<file path="config.mk">
export PLATFORM = sky130hd
export DESIGN_NAME = trap_sequencer
export DESIGN_NICKNAME = d
export VERILOG_FILES = /design/src/rtl/trap_sequencer.sv
export SDC_FILE = /design/constraint.sdc
export NUM_CORES = 1
export LEC_CHECK = 0
export CORE_MARGIN = 1.5
export CORE_UTILIZATION = 44
export CTS_CLUSTER_SIZE = 25
export DETAILED_ROUTE_END_ITERATION = 8
export GPL_TIMING_DRIVEN = 0
export PLACE_DENSITY = 0.87
export SLEW_MARGIN = 20
export SYNTH_ARGS = -nofsm -noshare
export SYNTH_HDL_FRONTEND = slang
export SYNTH_SLANG_ARGS = --single-unit
</file>
<file path="constraint.sdc">
create_clock -name clk -period 2.85 [get_ports clk]
set_clock_uncertainty 0.1 [all_clocks]
set_input_delay 0.7125 -clock clk [delete_from_list [all_inputs] [get_ports clk]]
set_output_delay 0.7125 -clock clk [all_outputs]
set_load 0.1 [all_outputs]
</file>
<file path="src/rtl/trap_sequencer.sv">
// trap_sequencer: sequences mepc/mcause/mstatus/mtvec CSR traffic for traps and MRET; define TRAP_SEQ_MTVAL_EN to also save mtval
module trap_sequencer #(
  parameter int XLEN = 32,
  parameter logic [1:0] MPP_M = 2'b11
) (
  input  logic            clk,
  input  logic            reset,
  input  logic            exc_valid,
  input  logic [3:0]      exc_cause,
  input  logic [XLEN-1:0] exc_pc,
`ifdef TRAP_SEQ_MTVAL_EN
  input  logic [XLEN-1:0] exc_tval,
`endif
  input  logic            mret_valid,
  output logic            stall,
  output logic            redirect_valid,
  output logic [XLEN-1:0] redirect_pc,
  output logic [11:0]     csr_addr,
  output logic            csr_read_en,
  output logic            csr_write_en,
  output logic [XLEN-1:0] csr_write_data,
  input  logic [XLEN-1:0] csr_read_data
);
  localparam logic [XLEN-1:0] ALIGN = {{(XLEN-2){1'b1}}, 2'b00};
  typedef enum logic [3:0] {
    IDLE, SAVE_EPC, SAVE_CAUSE, SET_STATUS, VECTOR, RET_STATUS, RET_PC, DONE
`ifdef TRAP_SEQ_MTVAL_EN
    , SAVE_TVAL
`endif
  } state_t;
  state_t          r_state, w_next;
  logic [XLEN-1:0] r_epc, r_redirect_pc;
  logic [3:0]      r_cause;
`ifdef TRAP_SEQ_MTVAL_EN
  logic [XLEN-1:0] r_tval;
`endif
  assign redirect_pc = r_redirect_pc;
  // Reset gates every output so a sequence caught mid-flight issues no further CSR traffic
  always_comb begin
    w_next = r_state;
    stall = !reset && (r_state != IDLE || exc_valid || mret_valid);
    redirect_valid = 1'b0;
    csr_addr = '0;
    csr_read_en = 1'b0;
    csr_write_en = 1'b0;
    csr_write_data = '0;
    if (!reset) begin
      case (r_state)
        IDLE: w_next = exc_valid ? SAVE_EPC : mret_valid ? RET_STATUS : IDLE;
        SAVE_EPC: begin
          csr_addr = 12'h341;
          csr_write_en = 1'b1;
          csr_write_data = r_epc & ALIGN;
          w_next = SAVE_CAUSE;
        end
        SAVE_CAUSE: begin
          csr_addr = 12'h342;
          csr_write_en = 1'b1;
          csr_write_data = {{(XLEN-4){1'b0}}, r_cause};
`ifdef TRAP_SEQ_MTVAL_EN
          w_next = SAVE_TVAL;
`else
          w_next = SET_STATUS;
`endif
        end
`ifdef TRAP_SEQ_MTVAL_EN
        SAVE_TVAL: begin
          csr_addr = 12'h343;
          csr_write_en = 1'b1;
          csr_write_data = r_tval;
          w_next = SET_STATUS;
        end
`endif
        SET_STATUS: begin
          csr_addr = 12'h300;
          csr_read_en = 1'b1;
          csr_write_en = 1'b1;
          csr_write_data = {csr_read_data[XLEN-1:13], MPP_M, csr_read_data[10:8],
                            csr_read_data[3], csr_read_data[6:4], 1'b0, csr_read_data[2:0]};
          w_next = VECTOR;
        end
        VECTOR: begin
          csr_addr = 12'h305;
          csr_read_en = 1'b1;
          w_next = DONE;
        end
        RET_STATUS: begin
          csr_addr = 12'h300;
          csr_read_en = 1'b1;
          csr_write_en = 1'b1;
          csr_write_data = {csr_read_data[XLEN-1:13], 2'b00, csr_read_data[10:8],
                            1'b1, csr_read_data[6:4], csr_read_data[7], csr_read_data[2:0]};
          w_next = RET_PC;
        end
        RET_PC: begin
          csr_addr = 12'h341;
          csr_read_en = 1'b1;
          w_next = DONE;
        end
        DONE: begin
          redirect_valid = 1'b1;
          w_next = IDLE;
        end
        default: w_next = IDLE;
      endcase
    end
  end
  always_ff @(posedge clk) begin
    if (reset) begin
      r_state <= IDLE;
      r_epc <= '0;
      r_cause <= '0;
      r_redirect_pc <= '0;
`ifdef TRAP_SEQ_MTVAL_EN
      r_tval <= '0;
`endif
    end else begin
      r_state <= w_next;
      if (r_state == IDLE && exc_valid) begin
        r_epc <= exc_pc;
        r_cause <= exc_cause;
`ifdef TRAP_SEQ_MTVAL_EN
        r_tval <= exc_tval;
`endif
      end
      if (r_state == VECTOR || r_state == RET_PC) r_redirect_pc <= csr_read_data & ALIGN;
    end
  end
endmodule

</file>
Word level (Yosys, flattened, before mapping)
Cells that the tools add are included.
W data, S select, Z words.
{ "totals": {"word_cells": 37, "reg_bits": 70, "out_inout_bits": 80, "input_bits": 72} }
{ "op_classes": {"n_eq_ne": 7, "muxes": 13, "n_reduce_logical": 13} }
{ "op_table": {"columns": ["operator", "count"], "rows": [
  ["$pmux W32 S4", 1],
  ["$pmux W10 S4", 1],
  ["$mux W32", 1],
  ["$pmux W3 S6", 1],
  ["$eq A4 B3 Y1 const B", 4],
  ["$mux W12", 1],
  ["$eq A4 B2 Y1 const B", 2],
  ["$reduce_or A4 Y1", 2],
  ["$mux W1", 6],
  ["$mux W3", 2],
  ["$reduce_or A2 Y1", 3],
  ["$eq A4 B1 Y1 const B", 1],
  ["$logic_not A4 Y1", 1],
  ["$reduce_bool A4 Y1", 1],
  ["$logic_or A1 B1 Y1", 3],
  ["$logic_and A1 B1 Y1", 2],
  ["$logic_not A1 Y1", 1]
]} }

Depth between registers and ports, before layout
Gate-level depths: netlist of the first run.
{ "logic_depth": {"ltp_word": 4, "depth_mapped": 6, "depth_no_buf": 3} }

Least setup slack after synthesis of the first run
No wires, ideal clock.
{ "synth_timing": {"path_type": "input to output", "startpoint": "in reset", "endpoint": "out csr_addr[1]", "required_ns": 2.037, "setup_slack_ns": -2.126, "stages": 3, "t_arrival_ns": 4.163, "n_path_buf": 2, "path_cell_list": "clkbuf_1 clkbuf_1 nor4b_1"} }
{ "synth_via": {"elab_chain_cells": 1} }
{ "synth_rtl": {"columns": ["element", "line", "source"], "rows": [
  ["start, declared", "7", "input logic reset,"],
  ["$mux W12", "47", "if (!reset) begin"],
  ["end, declared", "18", "output logic [11:0] csr_addr,"]
]} }
No other way between the ends.

Final worst setup path of the first run
{ "layout_timing": {"startpoint": "in csr_read_data[1]", "endpoint": "out csr_write_data[1]"} }
{ "layout_via": {"elab_chain_cells": 2} }
{ "layout_rtl": {"columns": ["element", "line", "source"], "rows": [
  ["start, declared", "22", "input logic [XLEN-1:0] csr_read_data"],
  ["$pmux W32 S4", "48", "case (r_state)"],
  ["$mux W32", "47", null],
  ["end, declared", "21", "output logic [XLEN-1:0] csr_write_data,"]
]} }
No other way between the ends.

==> results of run 1 <==
-- logic make-up (layout without fill, tap and decap cells) --
logic type / count (synthesis) / in the layout / synth area share [%]
xor gates and xnor gates: 1 / 1 / 0.524
muxes: 2 / 2 / 0.725
buffers and inverters: 49 / 212 / 8.86
DFF: 67 / 67 / 43.2
other: 1 / 8 / 0.121
AOI/OAI and AO/OA: 104 / 104 / 20.9
and+or+nand+nor: 187 / 187 / 25.7
-- per-layer routing --
layer	wire, um	vias up	track usage (%)
met4	243	0	9.53
li1	-	1718	-
met2	5020	129	44.5
met1	4200	1606	32.7
met5	0	-	0
met3	599	21	5.31
-- state kept, by name, indices dropped and copies added, names as in the netlist --
name         count
r_epc           30
r_state          3
r_cause          4
redirect_pc     30
-- how the worst max path moves through the flow --
| stage | start | to | slack, ns |
|---|---|---|---|
| after floorplan | reset | csr_read_en | -0.47 |
| after global placement | csr_read_data[7] | csr_write_data[3] | -0.62 |
| after global routing | r_state[0] | csr_read_en | 0.008 |
| final | csr_read_data[1] | csr_write_data[1] | 0.02 |
| after detailed placement | csr_read_data[1] | csr_write_data[1] | -0.65 |
| after CTS | r_state[2] | csr_write_data[2] | -0.11 |
-- worst reg2reg max path, stage by stage, from the launching register on --
cell	delay, ns
dfxtp_2	0.36
buf_4	0.19
nor4b_4	0.46
buf_2	0.31
nand2_1	0.12
a21oi_1	0.13
-- stage by stage --
| step | total power, mW | cell area [sq um] | setup slack, ns | hold WS (ns) |
|---|---|---|---|---|
| floorplan | 1.88 | 3230 | -0.471 | 0.332 |
| global placement | 2.18 | 4750 | -0.620 | 0.342 |
| detailed placement | 2.20 | 4750 | -0.652 | 0.347 |
| CTS | 2.99 | 4870 | -0.106 | 0.357 |
| global route | 3.15 | 5010 | 0.00780 | 0.371 |
| finish | 3.03 | 5010 | 0.0203 | 0.357 |
-- power by group --
part	total, mW	switching, mW	internal, mW	leakage (nW)
registers	1.05	0.0396	1.01	0.546
logic	1.18	0.812	0.373	1.24
clock network	0.802	0.355	0.447	0.0995
-- cell type report --
cell class                 instances  area share, %
sequential                        67           26.8
timing repair buffer             148           28.2
multi-input combinational        302           32.0
clock buffer                      13           3.17
clock inverter                     2          0.699
inverter                           2          0.150
tap                               96           2.40
buffer                            47           6.62
-- cells in the final DEF, fill, tap and decap left out, drive strengths merged --
cell / instances
a32oi: 25
o21bai: 2
and4b: 1
nand4b: 1
nor2: 35
clkinv: 2
xor2: 1
or4b: 1
clkdlybuf4s15: 2
a21oi: 68
inv: 1
and2b: 1
and3: 1
nand3b: 1
a211oi: 2
nor2b: 2
mux2: 2
nor3b: 1
o21a: 2
nand3: 5
nor3: 3
buf: 70
nor4b: 2
clkbuf: 38
conb: 8
a22oi: 2
nand2: 130
and3b: 1
a31oi: 3
clkdlybuf4s50: 98
nand2b: 2
dfxtp: 67
bufinv: 1
-- timing repair --
item | CTS | global route
pin swaps | 1 | 1
resized for setup | 243 | 41
buffers inserted | 3 | 5
endpoints found under the setup margin | 42 | 40
gates cloned | 0 | 0
==> summary.md, run 1 <==
| Metric | Value |
|---|---|
| Status | `complete, no violations` |
| Critical Path AT | `2.02 ns` |
| Synth cell types | `34` |
| Vias | `3474` |
| Hold Crit Start | `redirect_pc[27]` |
| Gr usage total | `26.2%` |
| P per Cell Area | `605 mW/mm^2` |
| First-iteration detailed-routing DRC count | `135` |
| Number of flops mapped to enable cells by yosys | `0` |
| Share of the synthesized area in the top cell type | `43.2%` |
| CTS tree | `yes` |
| Crit path largest cell delay | `0.43 ns` |
| Final min period | `2.83 ns` |
| Wirelength per Cell | `14.9 um` |
| Clk Latency, worst-skew pair | `0.34 ns` |
| Syn-to-layout area delta | `61.3%` |
| Final slew viol count | `0` |
| Yosys warnings | `0` |
| Gpl congestion | `0.861` |
| Htree depth | `3` |
| CP Cell Sequence | `clkdlybuf4s50_1, mux2_1, a22oi_1, nor2_1, buf_2` |
| Stages on worst setup path | `5` |
| Register area | `0.00134 sq mm` |
| Sum Neg Setup Slack | `0 ns` |
| Worst VDD drop | `0.000346 V` |
| Register area share after synthesis | `43.2%` |
| Reg2Reg Depth | `5` |
| Slew Limit Headroom | `31.9%` |
| Final Hold Vio Count | `0` |
| Worst-path fanout max | `2` |
| RSZ-0062 raised after global routing | `no` |
| Cell taking the most area after synthesis | `dfxtp_1` |
| Fin crit share | `99.3%` |
| Synth async-reset ratio | `0%` |
| DRT Wirelength | `10100 um` |
| Tightest Pin Transition | `1.02 ns` |
| Antenna violations before repair | `0` |
| Dpl cells | `654` |
| Post-synth top cells | `130 x nand2_1, 68 x a21oi_1, 67 x dfxtp_1` |
| First-pass GRT wire length | `15500 um` |
| Crit start category | `primary input` |
| Multi-input gate area | `0.00160 sq mm` |
| Pre-Repair DR Iteration Count | `5` |
| Filler cell count | `526` |
| Starting Density | `45.7%` |
| Vias/cell | `5.13` |
| CTS Buf Count | `9` |
| Worst path buffer plus inverter count | `2` |
| Row cnt | `30` |
| Util after Layout | `73.8%` |
| Cell family with most CP delay | `buffers and inverters` |
| Overflow after GRT | `0` |
| Worst-path clk slew | `0.07 ns` |
| Final setup fails | `0` |
| DRC Markers | `0` |
| Maxcap violations | `0` |
| Vias in the first global route | `3327` |
| Max Freq | `353 MHz` |
| Hold worst-path end | `redirect_pc[27]` |
| DRT antenna net count | `0` |
| Crit path required time | `2.04 ns` |
| Top_reg_cell synth | `dfxtp_1` |
| Cells after Synth | `411` |
| Layout cells sized above 1 | `20.5%` |
| IO Count | `152` |
| Dominant cells by area after synthesis | `dfxtp_1 43%, nand2_1 16%, a21oi_1 11%` |
| Pin count of the biggest net entering global routing | `11` |
| Core box area | `0.00679 sq mm` |
| Die area | `0.00757 sq mm` |
| Clock sink count | `67` |
| Pleak | `1.89 nW` |
| Die Width | `87.0 um` |
| Antenna Cells | `0` |
| IO Port Bufs | `140` |
| Final Non-Filler Cells | `677` |
| Nets | `649` |
| Post-CTS Hold Fix Bufs | `0` |
| Syn Area/Cell | `7.56 sq um` |
| Worst hold stages | `2` |
| Slowest cell on the critical path | `clkdlybuf4s50_1` |
| RR Endpoint | `r_epc[25]` |
| Kind of critical path | `primary input to primary output` |
| HP Class | `flop to flop` |
| Synth Register Bits | `67` |
| FF-to-FF setup slack | `1.11 ns` |
| DP Wirelength | `7390 um` |
| Post-Syn Area | `0.00311 sq mm` |
| Root Driver | `clkbuf_8` |
| Die Ht | `87.0 um` |
| Maximum root-to-sink buffer count | `2` |
| Most common cell in the netlist | `nand2_1` |
| R2R Path Start | `r_state[1]` |
| Crit end category | `primary output` |
Power figures use the tool's default switching activity.
==> run 2: changes to the inputs <==
CORE_UTILIZATION = 45   (was 44)
CTS_BUF_LIST = sky130_fd_sc_hd__clkbuf_4   (was unset)
PLACE_DENSITY = 0.89   (was 0.87)
==> run 2 against run 1 <==
  * Die area fell by 2.1%
  * Critical path depth did not move
  * Sequential cell count did not move
  * Critical path type unchanged
  * Total power rose by 0.40%
  * Worst hold slack improved by 0.0039 ns
  * Worst setup slack improved by 0.036 ns
  * Sequential power barely moved
  * Non-clock buffer count fell by 3
==> summary.md, run 2 (same netlist as run 1, synthesis figures left out) <==
| Metric | Value |
|---|---|
| Crit. Startpoint | `csr_read_data[1]` |
| P per Cell Area | `610 mW/mm^2` |
| Critical Path AT | `1.98 ns` |
| DRT Wirelength | `10200 um` |
| First-pass GRT wire length | `15900 um` |
| Final min period | `2.79 ns` |
| Pleak | `1.89 nW` |
| Met2 Use GR | `48.8%` |
| Crit path largest cell delay | `0.43 ns` |
| Most common cell after layout, fill and taps aside | `nand2_1` |
| R2R Path Start | `r_state[0]` |
| Worst setup endpoint | `csr_write_data[1]` |
| Gpl congestion | `0.880` |
| Pre-CTS setup slack | `-0.674 ns` |
| Slew Limit Headroom | `32.0%` |
| Met1 usage | `31.8%` |
| Wirelength per Cell | `15.4 um` |
| First-iteration detailed-routing DRC count | `216` |
| Kind of critical path | `primary input to primary output` |
| Pin count of the biggest net entering global routing | `13` |
| Overflow after GRT | `0` |
| Reg2Reg Depth | `6` |
| IO Count | `152` |
| Die Ht | `86.1 um` |
| Syn-to-layout area delta | `60.6%` |
| Post-CTS Hold Fix Bufs | `0` |
| Final slew viol count | `0` |
| Worst-path fanout max | `2` |
| DP Wirelength | `7460 um` |
| Layout cells sized above 1 | `20.7%` |
| Final setup fails | `0` |
| Die Width | `86.1 um` |
| Max Freq | `358 MHz` |
| Crit end category | `primary output` |
| GRT Max-Usage Layer | `met2` |
| Maximum root-to-sink buffer count | `2` |
| FF-to-FF setup slack | `1.13 ns` |
| Htree depth | `3` |
| GR Util met3 | `6.64%` |
| Worst hold stages | `2` |
| Gr usage total | `27.4%` |
| Final worst setup slack | `0.0562 ns` |
| HP Class | `flop to flop` |
| RSZ-0062 raised after global routing | `yes` |
| IO Port Bufs | `140` |
| Fin area | `0.00499 sq mm` |
| Row cnt | `30` |
| Vias/cell | `5.34` |
| Tightest Pin Transition | `1.02 ns` |
| Worst VDD drop | `0.000450 V` |
| Vias | `3517` |
| Die area | `0.00741 sq mm` |
| Antenna Cells | `0` |
| Starting Density | `46.2%` |
| Antenna violations before repair | `0` |
| Maxcap violations | `0` |
| Placed Instance Area | `0.00473 sq mm` |
| Vias in the first global route | `3355` |
| DRC Markers | `0` |
| RR Endpoint | `r_epc[12]` |
| Nets | `646` |
| CTS Buf Count | `9` |
| CTS tree | `yes` |
| Crit path required time | `2.04 ns` |
| Status | `complete, no violations` |
| Overall power | `3.05 mW` |
| Worst-path clk slew | `0.12 ns` |
| Slowest cell on the critical path | `clkdlybuf4s50_1` |
| Pre-Repair DR Iteration Count | `4` |
| Final Hold Vio Count | `0` |
| Crit start category | `primary input` |
| Clock sink count | `67` |
| CP Cell Sequence | `clkdlybuf4s50_1, mux2_1, a22oi_1, nor2_1, buf_4` |
| DRT antenna net count | `0` |
| Core box area | `0.00672 sq mm` |
| Root Driver | `clkbuf_4` |
| Most frequent cells in the layout | `130 x nand2_1, 98 x clkdlybuf4s50_1, 67 x a21oi_1` |
| Clk Latency, worst-skew pair | `0.42 ns` |
| Fin crit share | `98.0%` |
==> run 2: cell types whose count changed in the layout (fill, tap and decap cells not counted), sizes merged <==
cell	before	now
clkbuf	38	30
buf	70	73
bufinv	1	3
clkdlybuf4s15	2	0
clkinv	2	3
clkinvlp	0	1
inv	1	2
==> run 2: how the worst min path moves through the flow <==
stage	startpoint	endpoint	slack (ns)
after floorplan	r_cause[0]	r_cause[0]	0.33
after global placement	r_cause[1]	r_cause[1]	0.34
after detailed placement	redirect_pc[24]	redirect_pc[24]	0.35
after CTS	redirect_pc[24]	redirect_pc[24]	0.36
after global routing	redirect_pc[19]	redirect_pc[19]	0.38
final	redirect_pc[24]	redirect_pc[24]	0.36
==> run 2: cell type report <==
class,instances,area (sq um)
fillers,510,1730
multi-input cells,302,1610
repair buffers,146,1410
flip-flops and latches,67,1340
plain buffers,46,342
clock inverters,7,115
well taps,80,100
clock buffers,9,67.6
inverters,2,7.51
==> run 2: stage by stage <==
stage                     utilization, %  hold WS (ns)  instances  TNS [ns]
after floorplan                        -         0.332        418    -11.59
after global placement              70.4         0.341        638    -22.09
after detailed placement            70.4         0.346        638    -22.59
after CTS                           73.0         0.362        657         0
after global routing                74.3         0.379        659    -0.143
final                               74.3         0.361        659         0
==> run 2: critical path, delay by kind of cell <==
family,cells,cell delay (ns)
buf+inv,2,0.68
mux,1,0.31
compound gates,1,0.22
simple gates,1,0.06
==> run 2: repair_timing <==
item | 4_1_cts | 5_1_grt
hold endpoints to repair | 0 | 0
pin swaps | 1 | 0
setup buffers | 3 | 3
gates resized for setup | 267 | 35
endpoints found under the setup margin | 42 | 40
==> run 2: where the power goes <==
| group | switching [mW] | leakage (nW) | internal [mW] | total (mW) |
|---|---|---|---|---|
| Combinational | 0.816 | 1.25 | 0.376 | 1.19 |
| Clock | 0.363 | 0.0940 | 0.442 | 0.805 |
| Sequential | 0.0396 | 0.546 | 1.01 | 1.05 |
| Total | 1.22 | 1.89 | 1.83 | 3.05 |
==> run 2: per-layer routing <==
layer / vias to the layer above / wire length (um)
met5: - / 0
met4: 0 / 216
met3: 20 / 707
met2: 147 / 5170
met1: 1643 / 4070
li1: 1707 / -
